File: src/rtl/std_mem_copy_pkg.sv
// Shared types and helpers for the std_mem copy engine.
package std_mem_copy_pkg;

  typedef enum logic [1:0] {
    IDLE  = 2'd0,
    RUN   = 2'd1,
    DRAIN = 2'd2,
    DONE  = 2'd3
  } copy_state_e;

  // Pointer increment per word: bytes per word for byte addressing, else 1.
  function automatic int unsigned addr_step(input int unsigned byte_shifted,
                                            input int unsigned data_width);
    return (byte_shifted != 0) ? data_width / 8 : 1;
  endfunction

endpackage

File: src/rtl/std_mem_copy_buffer.sv
// Small power-of-2 FIFO holding read results until their write is accepted.
module std_mem_copy_buffer #(
  parameter int DEPTH = 4,
  parameter int WIDTH = 32
) (
  input  logic                     clk,
  input  logic                     rst,
  input  logic                     push,
  input  logic [WIDTH-1:0]         push_data,
  input  logic                     pop,
  output logic [WIDTH-1:0]         pop_data,
  output logic                     empty,
  output logic                     full,
  output logic [$clog2(DEPTH):0]   count
);
  localparam int PW = $clog2(DEPTH);

  logic [WIDTH-1:0] mem [DEPTH];
  logic [PW-1:0]    wr_ptr, rd_ptr;

  always_ff @(posedge clk) begin
    if (push) mem[wr_ptr] <= push_data;
  end

  always_ff @(posedge clk) begin
    if (rst) begin
      wr_ptr <= '0;
      rd_ptr <= '0;
      count  <= '0;
    end else begin
      if (push) wr_ptr <= wr_ptr + PW'(1);
      if (pop)  rd_ptr <= rd_ptr + PW'(1);
      count <= count + (PW+1)'(push) - (PW+1)'(pop);
    end
  end

  assign pop_data = mem[rd_ptr];
  assign empty    = (count == '0);
  assign full     = (count == (PW+1)'(DEPTH));

endmodule

File: src/rtl/std_mem_copy_engine.sv
// std_mem initiator copying length words src->dst with credit-limited reads.
// Optional STD_MEM_COPY_FILL_EN adds fill_mode/fill_data for constant fills.
module std_mem_copy_engine
  import std_mem_copy_pkg::*;
#(
  parameter int ADDR_BYTE_SHIFTED = 0,
  parameter int MAX_OUTSTANDING   = 4,
  parameter int LENGTH_WIDTH      = 16,
  parameter int ADDR_WIDTH        = 16,
  parameter int DATA_WIDTH        = 32
) (
  input  logic                    clk,
  input  logic                    rst,
  input  logic                    start,
  input  logic [ADDR_WIDTH-1:0]   src_addr,
  input  logic [ADDR_WIDTH-1:0]   dst_addr,
  input  logic [LENGTH_WIDTH-1:0] length,
`ifdef STD_MEM_COPY_FILL_EN
  input  logic                    fill_mode,
  input  logic [DATA_WIDTH-1:0]   fill_data,
`endif
  output logic                    busy,
  output logic                    done,
  output logic                    rd_command_valid,
  input  logic                    rd_command_ready,
  output logic [ADDR_WIDTH-1:0]   rd_command_addr,
  output logic                    rd_command_read_enable,
  output logic [DATA_WIDTH/8-1:0] rd_command_write_enable,
  output logic [DATA_WIDTH-1:0]   rd_command_write_data,
  input  logic                    rd_result_valid,
  output logic                    rd_result_ready,
  input  logic [DATA_WIDTH-1:0]   rd_result_data,
  output logic                    wr_command_valid,
  input  logic                    wr_command_ready,
  output logic [ADDR_WIDTH-1:0]   wr_command_addr,
  output logic                    wr_command_read_enable,
  output logic [DATA_WIDTH/8-1:0] wr_command_write_enable,
  output logic [DATA_WIDTH-1:0]   wr_command_write_data
);
  localparam int CW = $clog2(MAX_OUTSTANDING) + 1;
  localparam logic [ADDR_WIDTH-1:0] STEP =
    ADDR_WIDTH'(addr_step(ADDR_BYTE_SHIFTED, DATA_WIDTH));

  copy_state_e             state, state_nxt;
  logic [ADDR_WIDTH-1:0]   rd_ptr, wr_ptr;
  logic [LENGTH_WIDTH-1:0] reads_left, writes_left, reads_init;
  logic [CW-1:0]           credits, buf_count;
  logic                    fill_q;
  logic [DATA_WIDTH-1:0]   fill_data_q, buf_head;
  logic                    buf_empty, buf_full;
  logic                    start_ok, rd_fire, wr_fire, buf_push, buf_pop;

  assign start_ok = (state == IDLE) && start;
  assign rd_fire  = rd_command_valid && rd_command_ready;
  assign wr_fire  = wr_command_valid && wr_command_ready;
  assign buf_push = rd_result_valid && rd_result_ready;
  // Fill writes never borrowed a read credit, so they do not touch the buffer.
  assign buf_pop  = wr_fire && !fill_q;

`ifdef STD_MEM_COPY_FILL_EN
  assign reads_init = fill_mode ? '0 : length;
  always_ff @(posedge clk) begin
    if (rst) begin
      fill_q      <= 1'b0;
      fill_data_q <= '0;
    end else if (start_ok) begin
      fill_q      <= fill_mode;
      fill_data_q <= fill_data;
    end
  end
`else
  assign reads_init  = length;
  assign fill_q      = 1'b0;
  assign fill_data_q = '0;
`endif

  always_ff @(posedge clk) begin
    if (rst) state <= IDLE;
    else     state <= state_nxt;
  end

  always_comb begin
    state_nxt = state;
    case (state)
      IDLE:  if (start) state_nxt = (length == '0) ? DONE : RUN;
      RUN:   if (reads_left == '0) state_nxt = DRAIN;
      DRAIN: if (writes_left == '0 ||
                 (wr_fire && writes_left == LENGTH_WIDTH'(1))) state_nxt = DONE;
      DONE:  state_nxt = IDLE;
      default: state_nxt = IDLE;
    endcase
  end

  always_comb begin
    busy = (state != IDLE);
    done = (state == DONE);
  end

  always_ff @(posedge clk) begin
    if (rst) begin
      rd_ptr      <= '0;
      wr_ptr      <= '0;
      reads_left  <= '0;
      writes_left <= '0;
      credits     <= '0;
    end else begin
      if (start_ok) begin
        rd_ptr      <= src_addr;
        wr_ptr      <= dst_addr;
        reads_left  <= reads_init;
        writes_left <= length;
      end else begin
        if (rd_fire) begin
          rd_ptr     <= rd_ptr + STEP;
          reads_left <= reads_left - LENGTH_WIDTH'(1);
        end
        if (wr_fire) begin
          wr_ptr      <= wr_ptr + STEP;
          writes_left <= writes_left - LENGTH_WIDTH'(1);
        end
      end
      // A credit covers a word from read issue until its write is accepted.
      case ({rd_fire, buf_pop})
        2'b10:   credits <= credits + CW'(1);
        2'b01:   credits <= credits - CW'(1);
        default: credits <= credits;
      endcase
    end
  end

  std_mem_copy_buffer #(
    .DEPTH (MAX_OUTSTANDING),
    .WIDTH (DATA_WIDTH)
  ) u_buffer (
    .clk       (clk),
    .rst       (rst),
    .push      (buf_push),
    .push_data (rd_result_data),
    .pop       (buf_pop),
    .pop_data  (buf_head),
    .empty     (buf_empty),
    .full      (buf_full),
    .count     (buf_count)
  );

  assign rd_command_valid        = (state == RUN) && (reads_left != '0) &&
                                   (credits < CW'(MAX_OUTSTANDING));
  assign rd_command_addr         = rd_ptr;
  assign rd_command_read_enable  = 1'b1;
  assign rd_command_write_enable = '0;
  assign rd_command_write_data   = '0;
  assign rd_result_ready         = busy;

  assign wr_command_valid        = fill_q ? (((state == RUN) || (state == DRAIN)) &&
                                             (writes_left != '0))
                                          : !buf_empty;
  assign wr_command_addr         = wr_ptr;
  assign wr_command_read_enable  = 1'b0;
  assign wr_command_write_enable = '1;
  assign wr_command_write_data   = fill_q ? fill_data_q : buf_head;

  // A result beat must belong to a read that is still in flight.
  always_ff @(posedge clk) begin
    if (!rst && rd_result_valid) begin
      assert (credits > buf_count);
    end
    if (!rst && buf_push && !buf_pop) begin
      assert (!buf_full);
    end
  end

endmodule
File: config.mk
export PLATFORM = sky130hd
export DESIGN_NAME = std_mem_copy_engine
export DESIGN_NICKNAME = d
export VERILOG_FILES = /design/src/rtl/std_mem_copy_pkg.sv /design/src/rtl/std_mem_copy_buffer.sv /design/src/rtl/std_mem_copy_engine.sv
export SDC_FILE = /design/constraint.sdc
export NUM_CORES = 1
export LEC_CHECK = 0
export CAP_MARGIN = 10
export CORE_ASPECT_RATIO = 0.7
export CORE_MARGIN = 1
export CORE_UTILIZATION = 55
export DETAILED_ROUTE_END_ITERATION = 7
export PLACE_DENSITY = 0.85
export SLEW_MARGIN = 0
export SYNTH_ARGS = -nofsm -noshare
export SYNTH_HDL_FRONTEND = slang
export SYNTH_SLANG_ARGS = --single-unit
File: constraint.sdc
create_clock -name clk -period 7.85 [get_ports clk]
set_input_delay 1.57 -clock clk [delete_from_list [all_inputs] [get_ports clk]]
set_output_delay 1.57 -clock clk [all_outputs]
set_load 0.005 [all_outputs]
==> results.yml <==
run_status:
  outcome: "completed"
route:
  drtIter0Drc: 402
  vias: 6057
  wl_per_cell_um: 18.0
  postRouteAntennaNets: 0
  wl_met3_um: 1350
  wl_met2_um: 8780
  wl_met1_um: 9270
  wirelength_um: 19700
  drcViolationCount: 0
  drtPass1Iterations: 5
  highest_layer: "met4"
  drt-vias-per-instance: 5.54
grt:
  grt_pass1_wl_um: 30000
  grt_max_degree: 87
  grt_usage_pct: 22.6
  grt-ovfl-total: 0
  grt_pass1_vias: 5645
  antenna_found_initial: 0
clock_tree:
  cts.clk_slew.worst_paths_ns: 0.07
  tritoncts: "yes"
  cts_buffer_depth: 3
  clk_latency_ns: 0.48
  clockRootBuffer: "clkbuf_16"
  cts_buffers: 20
  hold_buffers: 0
  ctsResizeCount: 0
  clock_sinks: 206
  h-tree-depth: 1
  post-cts-setup-buffers: 0
sta:
  maxSlewViolCount: 0
  clock.fmax_mhz: 230
  setup_viol: 0
  rsz0062_at_grt: "false"
  hold_viol: 0
  relSlewSlack_pct: 44.3
  fin_tns_setup_ns: 0
  finalCriticalPeriod_ns: 4.35
  worst_slew_pin_slew_ns: 0.836
  finClkSkew_ns: 0.0109
  min_period_over_period_pct: 55.4
synth:
  ys_ff_latch: 206
  ys_seq_area_share_pct: 58.9
  synth.avg_cell_area_um2: 13.0
  ys_top_cells_by_area: "edfxtp_1 42%, dfxtp_1 17%, mux4_2 7.9%"
  synth_top_flop_cell: "edfxtp_1"
  synth_warnings: 0
  syn_area_mm2: 0.00918
  synth_area_leader_cell: "edfxtp_1"
  yosysUniqueCellTypes: 57
  yosysTopAreaCellShare_pct: 41.9
  async_reset_ff_share_pct: 0
  syn_inst: 706
  synth-edff-count: 128
finish:
  area_delta_synth_final_pct: 24.0
  layout.nets: 961
  post-route-cell-area_mm2: 0.0114
  diodes: 0
  stdcell_count: 1093
  final_layout_size_suffix_gt1_share_pct: 8.76
floorplanning:
  initial_utilization_pct: 56.3
  core_area_mm2: 0.0163
  die_area_mm2: 0.0172
  die_w_um: 156
  die_h_um: 110
  rows: 39
  ios: 197
setup_path:
  cp.buffers_inverters: 2
  worstPathRequired_ns: 6.28
  crit_chain: "inv_1, ha_1, nor3b_1, and2_1, nand2_1, and3b_1, clkdlybuf4s50_1"
  r2r_slack_ns: 4.77
  rr_worst_depth: 8
  end_kind: "output pin"
  cpMaxStageDelayCell: "clkdlybuf4s50_1"
  cp_num_cells: 7
  cp-start-kind: "register"
  crit_path_max_incr_delay_ns: 0.44
  crit_type: "reg2out"
  critPathMaxFanout: 10
  cp_top_family: "simple AND/OR/NAND/NOR gates"
  crit_arrival_ns: 2.78
place:
  dp_cells: 1058
  place_area_mm2: 0.0108
  io_buffer_count: 154
  globalplace.congestion: 0.858
  hpwl_um: 13300
worst_hold_path:
  min_path_cells: 2
  hp-class: "reg2reg"
power_and_ir_drop:
  powerDensity_mw_per_mm2: 297
  p_leak_uw: 0.00385
  ir_drop_v: 0.000165
run:
  maxCapViolCount: 0
==> synth_stat cells (3+ instances only) <==
cell / number
o31ai_1: 4
o2111ai_1: 4
nor3_1: 13
nand2_1: 25
buf_4: 43
xor2_1: 30
clkbuf_1: 22
o211ai_1: 4
o21ai_0: 8
buf_1: 3
a21oi_1: 35
and4_1: 4
nand3b_1: 3
nand4_1: 11
nor2_1: 49
and3_1: 4
dfxtp_1: 78
nor4_1: 11
and2_1: 9
ha_1: 18
or4_1: 6
o21bai_1: 16
nor2b_1: 5
a311oi_1: 8
mux4_2: 32
nand3_1: 17
a211oi_1: 25
buf_2: 7
inv_1: 18
or3_1: 7
xnor2_1: 26
edfxtp_1: 128
a2111oi_0: 4
==> placed cells by master, fill, tap and decap left out, types with 4 or more instances in the layout <==
cell type	instances
nor2_1	49
a2111oi_0	4
o21ai_0	8
nand3_1	17
nand4_1	11
ha_1	18
or4_1	6
and2_1	9
edfxtp_1	128
mux4_2	32
or3_1	7
clkbuf_16	21
inv_1	18
a21oi_1	35
clkbuf_1	6
o21bai_1	16
and4_1	4
o2111ai_1	4
dfxtp_1	77
xnor2_1	26
o31ai_1	4
nor3_1	13
and3_1	4
a311oi_1	8
a211oi_1	25
o211ai_1	4
clkdlybuf4s50_1	153
buf_4	8
xor2_1	30
conb_1	42
nand2_1	24
nor2b_1	5
nor4_1	11
==> kinds of logic (layout without fill, tap and decap cells) <==
group,count (synthesis),in the layout,synth area share [%]
xor+xnor,56,56,5.34
mux,35,35,8.25
other cells,2,42,0.0818
compound gates,117,117,8.64
fa+ha+maj,20,20,2.89
simple gates,177,177,10.2
buf+inv,93,215,5.66
flops,206,206,58.9
==> worst paths after layout <==
| path | from | endpoint |
|---|---|---|
| max | reads_left[0] | rd_command_valid |
| min | rd_command_addr[15] | rd_command_addr[15] |
| max reg2reg | reads_left[2] | credits[2] |
| min reg2reg | rd_command_addr[15] | rd_command_addr[15] |
==> power breakdown <==
group | internal (uW) | total (uW) | switching (uW)
clock network | 524 | 911 | 387
registers | 1300 | 1420 | 119
logic | 549 | 1050 | 498
==> worst min-delay path, delay by kind of cell, from the launching register on <==
family	cells	cell delay, ns
flip-flops	1	0.32
AO/OA/AOI/OAI	2	0.15
==> registers in the layout (all words and copies together) (netlist names), 3 cells and up, named ones only <==
signal / count
u_buffer.mem: 128
rd_command_addr: 16
reads_left: 16
u_buffer.count: 3
credits: 3
writes_left: 16
wr_command_addr: 16
==> through the flow <==
stage	setup WS [ns]	hold WS, ns	power [uW]	utilization, %
5_1_grt	3.37	0.523	3560	69.8
3_5_place_dp	3.63	0.493	2480	66.0
2_1_floorplan	4.36	0.470	2060	-
3_3_place_gp	3.71	0.487	2460	66.0
4_1_cts	3.54	0.510	3400	69.8
6_report	3.50	0.515	3380	69.8
==> cell type report <==
cell class	instances	area, um2
tap	225	282
clock inverter	8	67.6
inverter	18	67.6
multi-input combinational	447	3410
timing repair buffer	162	1600
fill	1198	4920
sequential	206	5410
clock buffer	27	548
==> metal layers <==
layer  vias to the layer above  GRT usage, %
met2                       233          34.9
met4                         0          4.62
met5                         -             0
met3                        19          3.56
li1                       2878             -
met1                      2927          34.0
No activity file was read; power rests on OpenSTA's default activity.
